`config.mk`:
```
export PLATFORM = sky130hd
export DESIGN_NAME = id_operand_stage
export DESIGN_NICKNAME = d
export VERILOG_FILES = /design/src/rtl/id_operand_stage.sv
export SDC_FILE = /design/constraint.sdc
export NUM_CORES = 2
export LEC_CHECK = 0
export ABC_AREA = 0
export ABC_CLOCK_PERIOD_IN_PS = 5200
export BUFFER_PORTS_ARGS = -buffer_cell sky130_fd_sc_hd__buf_2
export CAP_MARGIN = 40
export CORE_MARGIN = 2
export CORE_UTILIZATION = 40
export DETAILED_ROUTE_END_ITERATION = 10
export HOLD_SLACK_MARGIN = 0.12
export PLACE_DENSITY = 0.67
export SLEW_MARGIN = 15
export SYNTH_ARGS = -nofsm -noshare
export SYNTH_HDL_FRONTEND = slang
export SYNTH_SLANG_ARGS = --single-unit
export TNS_END_PERCENT = 5
```
`constraint.sdc`:
```
create_clock -name clk -period 5.2 [get_ports clk]
set_input_delay 0.52 -clock clk [delete_from_list [all_inputs] [get_ports clk]]
set_output_delay 0.52 -clock clk [all_outputs]
set_load 0.02 [all_outputs]
```
`src/rtl/id_operand_stage.sv`:
```
// Decode-side operand stage: register file, operand forwarding, hazard detection
// and the valid/ready ID/EX pipeline register feeding EX.
module id_operand_stage #(
    parameter int unsigned XLEN    = 32,
    parameter int unsigned NUM_REG = 32,
    parameter int unsigned ADDR_W  = 5,
    parameter int unsigned CTRL_W  = 16,
    parameter bit          FWD_EN  = 1'b1
) (
    input  logic              clk,
    input  logic              rst_n,
    input  logic              flush_i,
    input  logic              id_valid_i,
    output logic              id_ready_o,
    input  logic [XLEN-1:0]   id_pc_i,
    input  logic [ADDR_W-1:0] id_rs1_add_i,
    input  logic [ADDR_W-1:0] id_rs2_add_i,
    input  logic              id_rs1_use_i,
    input  logic              id_rs2_use_i,
    input  logic [ADDR_W-1:0] id_rd_add_i,
    input  logic              id_regwrite_i,
    input  logic              id_mem_rd_i,
    input  logic [XLEN-1:0]   id_imm_i,
    input  logic [CTRL_W-1:0] id_ctrl_i,
    input  logic              ex_fwd_we_i,
    input  logic              ex_fwd_pend_i,
    input  logic [ADDR_W-1:0] ex_fwd_rd_i,
    input  logic [XLEN-1:0]   ex_fwd_data_i,
    input  logic              mem_fwd_we_i,
    input  logic              mem_fwd_pend_i,
    input  logic [ADDR_W-1:0] mem_fwd_rd_i,
    input  logic [XLEN-1:0]   mem_fwd_data_i,
    input  logic              wb_regwrite_i,
    input  logic [ADDR_W-1:0] wb_rd_add_i,
    input  logic [XLEN-1:0]   wb_data_i,
    input  logic              ex_ready_i,
    output logic              ex_valid_o,
    output logic [XLEN-1:0]   ex_pc_o,
    output logic [XLEN-1:0]   ex_imm_o,
    output logic [XLEN-1:0]   ex_rs1_data_o,
    output logic [XLEN-1:0]   ex_rs2_data_o,
    output logic [ADDR_W-1:0] ex_rs1_add_o,
    output logic [ADDR_W-1:0] ex_rs2_add_o,
    output logic [ADDR_W-1:0] ex_rd_add_o,
    output logic              ex_regwrite_o,
    output logic              ex_mem_rd_o,
    output logic [CTRL_W-1:0] ex_ctrl_o,
    output logic              hazard_stall_o
);

    logic [XLEN-1:0]   rf [NUM_REG];
    logic [ADDR_W-1:0] src_add  [2];
    logic              src_use  [2];
    logic [XLEN-1:0]   src_data [2];
    logic              src_hz   [2];
    logic              hazard;
    logic              slot_free;
    logic              wb_wr;

    assign src_add[0] = id_rs1_add_i;
    assign src_add[1] = id_rs2_add_i;
    assign src_use[0] = id_rs1_use_i;
    assign src_use[1] = id_rs2_use_i;
    assign wb_wr      = wb_regwrite_i && (wb_rd_add_i != '0);

    always_ff @(posedge clk or negedge rst_n) begin
        if (!rst_n) begin
            for (int unsigned i = 0; i < NUM_REG; i++) rf[i] <= '0;
        end else if (wb_wr) begin
            rf[wb_rd_add_i] <= wb_data_i;
        end
    end

    // Youngest producer wins; without forwarding any in-flight EX/MEM match stalls until WB.
    always_comb begin
        logic ex_hit, mem_hit, wb_hit;
        for (int unsigned s = 0; s < 2; s++) begin
            ex_hit      = ex_fwd_we_i && (ex_fwd_rd_i == src_add[s]);
            mem_hit     = mem_fwd_we_i && (mem_fwd_rd_i == src_add[s]);
            wb_hit      = wb_regwrite_i && (wb_rd_add_i == src_add[s]);
            src_data[s] = '0;
            src_hz[s]   = 1'b0;
            if (src_add[s] != '0) begin
                if (ex_hit)       src_data[s] = ex_fwd_data_i;
                else if (mem_hit) src_data[s] = mem_fwd_data_i;
                else if (wb_hit)  src_data[s] = wb_data_i;
                else              src_data[s] = rf[src_add[s]];
                if (FWD_EN)
                    src_hz[s] = src_use[s] && (ex_hit ? ex_fwd_pend_i : (mem_hit && mem_fwd_pend_i));
                else
                    src_hz[s] = src_use[s] && (ex_hit || mem_hit);
            end
        end
    end

    assign hazard         = src_hz[0] || src_hz[1];
    assign slot_free      = !ex_valid_o || ex_ready_i;
    assign id_ready_o     = slot_free && !hazard;
    assign hazard_stall_o = id_valid_i && hazard;

    always_ff @(posedge clk or negedge rst_n) begin
        if (!rst_n) begin
            ex_valid_o    <= 1'b0;
            ex_pc_o       <= '0;
            ex_imm_o      <= '0;
            ex_rs1_data_o <= '0;
            ex_rs2_data_o <= '0;
            ex_rs1_add_o  <= '0;
            ex_rs2_add_o  <= '0;
            ex_rd_add_o   <= '0;
            ex_regwrite_o <= 1'b0;
            ex_mem_rd_o   <= 1'b0;
            ex_ctrl_o     <= '0;
        end else if (flush_i) begin
            ex_valid_o    <= 1'b0;
            ex_regwrite_o <= 1'b0;
            ex_mem_rd_o   <= 1'b0;
        end else if (slot_free) begin
            if (id_valid_i && !hazard) begin
                ex_valid_o    <= 1'b1;
                ex_pc_o       <= id_pc_i;
                ex_imm_o      <= id_imm_i;
                ex_rs1_data_o <= src_data[0];
                ex_rs2_data_o <= src_data[1];
                ex_rs1_add_o  <= id_rs1_add_i;
                ex_rs2_add_o  <= id_rs2_add_i;
                ex_rd_add_o   <= id_rd_add_i;
                ex_regwrite_o <= id_regwrite_i;
                ex_mem_rd_o   <= id_mem_rd_i;
                ex_ctrl_o     <= id_ctrl_i;
            end else begin
                ex_valid_o    <= 1'b0;
                ex_regwrite_o <= 1'b0;
                ex_mem_rd_o   <= 1'b0;
            end
        end else begin
            // Held operands keep tracking WB so they are not stale when EX finally accepts.
            if (wb_wr && (wb_rd_add_i == ex_rs1_add_o)) ex_rs1_data_o <= wb_data_i;
            if (wb_wr && (wb_rd_add_i == ex_rs2_add_o)) ex_rs2_data_o <= wb_data_i;
        end
    end

endmodule

```
== After elaboration in Yosys (flattened, before gate mapping) ==
Index checks and enable logic that the tools add are counted.

* $lt $le $gt $ge: 4
* Equality and inequality tests: 9
* Muxes and demuxes: 36
* Bitwise operators: 4
* Reduce and logical (&&, ||, !) cells: 30

{| class="wikitable"
|+ Operators with widths
! cell !! number
|-
| bitwise mux 1024 bit || 1
|-
| 2-to-1 mux 32 bit || 19
|-
| binary-select mux 32 bit (select 5 bit) || 2
|-
| demux 32 bit (select 5 bit) || 1
|-
| == test 5 bit || 8
|-
| greater-or-equal comparator 6 bit, second input constant || 3
|-
| NOT 5 -> 6 bit || 3
|-
| logical AND 1 bit || 17
|-
| nonzero test 5 bit || 3
|-
| 2-to-1 mux 1 bit || 13
|-
| AND reduction 3 bit || 3
|-
| less-than comparator 6 x 1 -> 1 bit, second input constant || 1
|-
| nonzero test 2 bit || 3
|-
| logical NOT 1 bit || 2
|-
| logical OR 1 bit || 2
|-
| != test 2 x 1 -> 1 bit, second input constant || 1
|-
| NOT 1 bit || 1
|}

* Register bits after elaboration: 1186
* Bits of input ports: 220

== Depth between registers and ports, before layout ==
* Depth after elaboration: 12
* Mapped depth: 11

== Worst setup path before layout ==
No wires, ideal clock.

* Path type: input port to flip-flop
* Start: input port id_rs1_add_i[0]
* End: register ex_rs1_data_o[2]
* Library setup time: 0.125 ns
* Data arrival time: 2.640 ns
* Required time: 5.075 ns
* Path slack: 2.435 ns
* Cell stages on the path: 9
* Cells stage by stage: buf_2 clkbuf_1 buf_1 mux4_2 o21ai_0 nand3_1 nand3_1 nand4_1 mux2_4

* Longest elaborated chain between the ends: 11

{| class="wikitable"
|+ RTL lines
! what !! line !! source
|-
| start: declaration || 16 || <nowiki>input logic [ADDR_W-1:0] id_rs1_add_i,</nowiki>
|-
| branches (longest 11 deep; another with binary-select mux 32 bit (select 5 bit)) || n/a ||
|-
| end signal: assignment || 123 || <nowiki>ex_rs1_data_o <= src_data[0];</nowiki>
|-
| end signal: assignment || 138 || <nowiki>if (wb_wr && (wb_rd_add_i == ex_rs1_add_o)) ex_rs1_data_o <= wb_data_i;</nowiki>
|-
| end: declaration || 40 || <nowiki>output logic [XLEN-1:0] ex_rs1_data_o,</nowiki>
|}

Several ways; the timed one is not identified. The select of a mux whose other input is x is not followed.
A chain may end at the register's enable or synchronous reset.

== Worst setup path after layout ==
* Start: input port id_rs1_add_i[4]
* End: register ex_rs1_data_o[15]

The elaborated chain is that of the path after synthesis.

==> impl_results.md <==
- Status: finished clean
- Final WL: roughly 230 mm
- Share of the cycle needed by the critical path after routing: between 60 and 70%
- Antenna violations before repair: 36
- Total Power: approximately 28 mW
- Drc violations: 0
- CTS root buffer: clkbuf_16
- Routability cong.: ~0.91
- CP max-delay cell: buf_2
- Drt first pass iters: 6
- Filler cells: between 10,000 and 15,000
- Layout cells sized above 1: roughly 47%
- Commonest cells after routing, fill and taps aside: dfrtp_1, mux2_2, mux4_2
- Critical Path AT: just under 4000 ps
- Post-CTS Setup Inserts: 0
- Unrepaired setup endpoints after global routing: no
- R2r endpoint: ex_rs2_data_o[20]$_DFFE_PN0P_
- Synth cell types: 48
- Most Frequent Cell on Critical Path: buf_4
- Crit path kind: in -> reg
- CTS Buf Count: 130
- Setup WS pre-CTS: 1417 ps
- Hold Vio Cnt, Final: 0
- Resized cells post-CTS: 0
- Sink Count: between 1,000 and 1,500
- I/O pins: around 380
- Worst-path cell chain: buf_2, buf_4, xor2_1, nor4_1, and3_1, a21boi_4, buf_4, buf_4, nand3_1, nand4_1, mux2_4
- Number of H-tree levels: 4
- EDFF count, synth: 0
- Normalized max-slew margin: roughly a third
- Total Routing Usage GR: 28.04%
- Final WS setup: slightly above 2000 ps
- Highest Clock Rate: between 300 and 400 MHz
- Std cell rows: 145
- Dpl hpwl: between 100 and 150 mm
- Max FO, Critical Path: 17
- Routed via count: about 47,000
- Synth Flop Type: dfrtp_1
- Multi-input gate area: around 0.032 sq mm
- Die H: ~400 um
- Post-Syn Nets: 4,870
- Count of final setup violators: 0
- Die area: 0.1609 sq mm
- Cell count after synthesis: roughly 4,700
- 1st-iter DRT viols: 6,596
- Reg clk slew, reported paths: about 60 ps
- Leakage: roughly 32 nW
- Starting Density: around two fifths
- Mean post-synth cell area: 13.57 sq um
- #FFs+latches synth: around 1,200
- Worst Hold Class: in -> reg
- Mapped Area: around 0.063 sq mm
- Nets: 5,134
- IO buf count: about 380
- WL/cell: ~32 um
- Max_cap viols: 0
- Fin crit period: 3172 ps
- Share of the synthesized area in the top cell type: ~47%
- CTS tree: yes
- # hold bufs at CTS: 90
- RR Startpoint: ex_valid_o$_DFFE_PN0P_
- Hold depth: 6
- Power per cell area: 384.9 mW/mm^2
- Setup_tns: 0 ps
- CP Capture Type: flip-flop
- Worst path required time: slightly below 6000 ps
- ANT nets after route: 0
- Largest net degree at the start of global routing: between 150 and 200
- Max stage delay on crit path: about 570 ps
- Clk buf depth: 3
- Core area: approximately 0.16 sq mm
- Vias in the first global route: 46,650
- Seq/Total Area, Yosys: a little under half
- Most common cell after layout, fill and taps aside: dfrtp_1
- Area leader, netlist: dfrtp_1
- Clk_skew: between 30 and 40 ps
- First-pass GRT wire length: 331.3 mm
- Max-slew violation count: 0
- Syn-to-layout area delta: 15.48%
- Worst Reg-to-Reg Cells: 7
- Synth area leaders: dfrtp_1, mux2_2, mux4_2, mux2i_1, clkbuf_1
- Sequential Area: just under 0.03 sq mm
- Clk_lat worst skew: 800 ps
- Worst-Margin Slew: about 1000 ps
- YS warnings: 0
- Worst vdd ir: around 0.36 mV
- R2r setup slk: 2410 ps
- Async SR Flop Fraction: between 90% and 100%
- DIE WIDTH: ~400 um
- Drt via density: 6.571
- Min-delay src: mem_fwd_data_i[5]
- Hold Crit Endpoint: ex_rs2_data_o[5]$_DFFE_PN0P_
- Grt ovf: 0
- CP Launch Type: input port
-- area by class of cell --
type | count | share of cell area, %
clock inverter | 41 | 0.7453
timing repair buffer | 625 | 6.206
tap | 2058 | 3.534
clock buffer | 192 | 5.169
sequential | 1186 | 40.74
multi-input combinational | 2966 | 43.52
antenna | 19 | 0.06526
inverter | 5 | 0.02576
-- critical path: cells and delay by family --
family                 cells  cell delay, ps
multiplexers               1             150
AND/OR/NAND/NOR            4             840
buffers and inverters      4            1800
AO/OA/AOI/OAI              1             430
XOR/XNOR                   1             110
-- cell usage after synthesis, types with 3 or more instances --
cell type  number
buf_4           4
mux2_2       1104
and2_1          4
nor4_1          5
buf_6           7
or3_1           5
nand4_1       103
dfrtp_1      1186
a21oi_1       113
a211oi_1        9
nor3_1          6
a211o_1        17
o21ai_0       160
buf_2          74
inv_1           3
a22oi_1        80
buf_1          81
a22o_1         19
nor2b_1        39
o221ai_1       27
and3_1          5
nand3b_1        6
xnor2_1        12
clkbuf_1      327
mux4_2        380
nand2_1       163
nand3_1       134
mux2i_1       289
mux2_4         60
xor2_1         28
a221oi_1       69
o22ai_1        34
nor3b_1         5
nor2_1         74
-- cell families (layout without fill, tap and decap cells) --
family	after synthesis	in the layout	share of synthesized area, %
multiplexers	1833	1833	39.28
flip-flops	1186	1186	47.04
AND/OR/NAND/NOR	560	560	4.403
AO/OA/AOI/OAI	533	533	5.499
buffers and inverters	498	863	3.217
XOR/XNOR	40	40	0.5553
other	0	19	0
-- registers in the layout, indices dropped and copies added (netlist names), 5 cells and up --
| name | cells |
|---|---|
| ex_imm_o | 32 |
| ex_rs1_add_o | 5 |
| ex_rs2_data_o | 32 |
| rf | 1024 |
| ex_pc_o | 32 |
| ex_ctrl_o | 16 |
| ex_rs2_add_o | 5 |
| ex_rd_add_o | 5 |
| ex_rs1_data_o | 32 |
-- how the worst max path moves through the flow --
stage	from	end	slack, ps	cells past startpoint
after global routing	id_rs1_add_i[4]	id_ready_o	2090	8
after floorplan	id_rs1_add_i[0]	ex_rs1_data_o[2]$_DFFE_PN0P_	2430	9
after global placement	id_rs1_add_i[4]	ex_rs2_data_o[31]$_DFFE_PN0P_	1370	8
after CTS	id_rs1_add_i[0]	hazard_stall_o	2170	8
after detailed placement	id_rs1_add_i[4]	ex_rs1_data_o[15]$_DFFE_PN0P_	1420	11
final	id_rs1_add_i[4]	ex_rs1_data_o[15]$_DFFE_PN0P_	2030	11
-- power breakdown --
| part | leakage (nW) | total [mW] | switching, mW | internal (mW) |
|---|---|---|---|---|
| Clock | 2.11 | 9.43 | 4.06 | 5.37 |
| Combinational | 14.7 | 6.15 | 2.86 | 3.28 |
| Sequential | 15.1 | 12.5 | 1.44 | 11.0 |
-- per-stage QoR --
step	hold WS [ps]	cell area, sq um	util, %	instances
floorplan	224.4	63090	-	4650
detailed placement	383.7	67550	43.20	6748
global placement	381.5	67190	42.97	6731
finish	273.6	72860	46.59	7092
global route	289.7	72840	46.58	7085
CTS	230.6	72760	46.53	7071
-- layer usage --
metal,track usage [%],wire length (um)
met1,37.61,89500
met2,40.43,99240
met3,9.711,29430
met4,13.66,11230
met5,0,450
No activity file was read; power rests on OpenSTA's default activity.
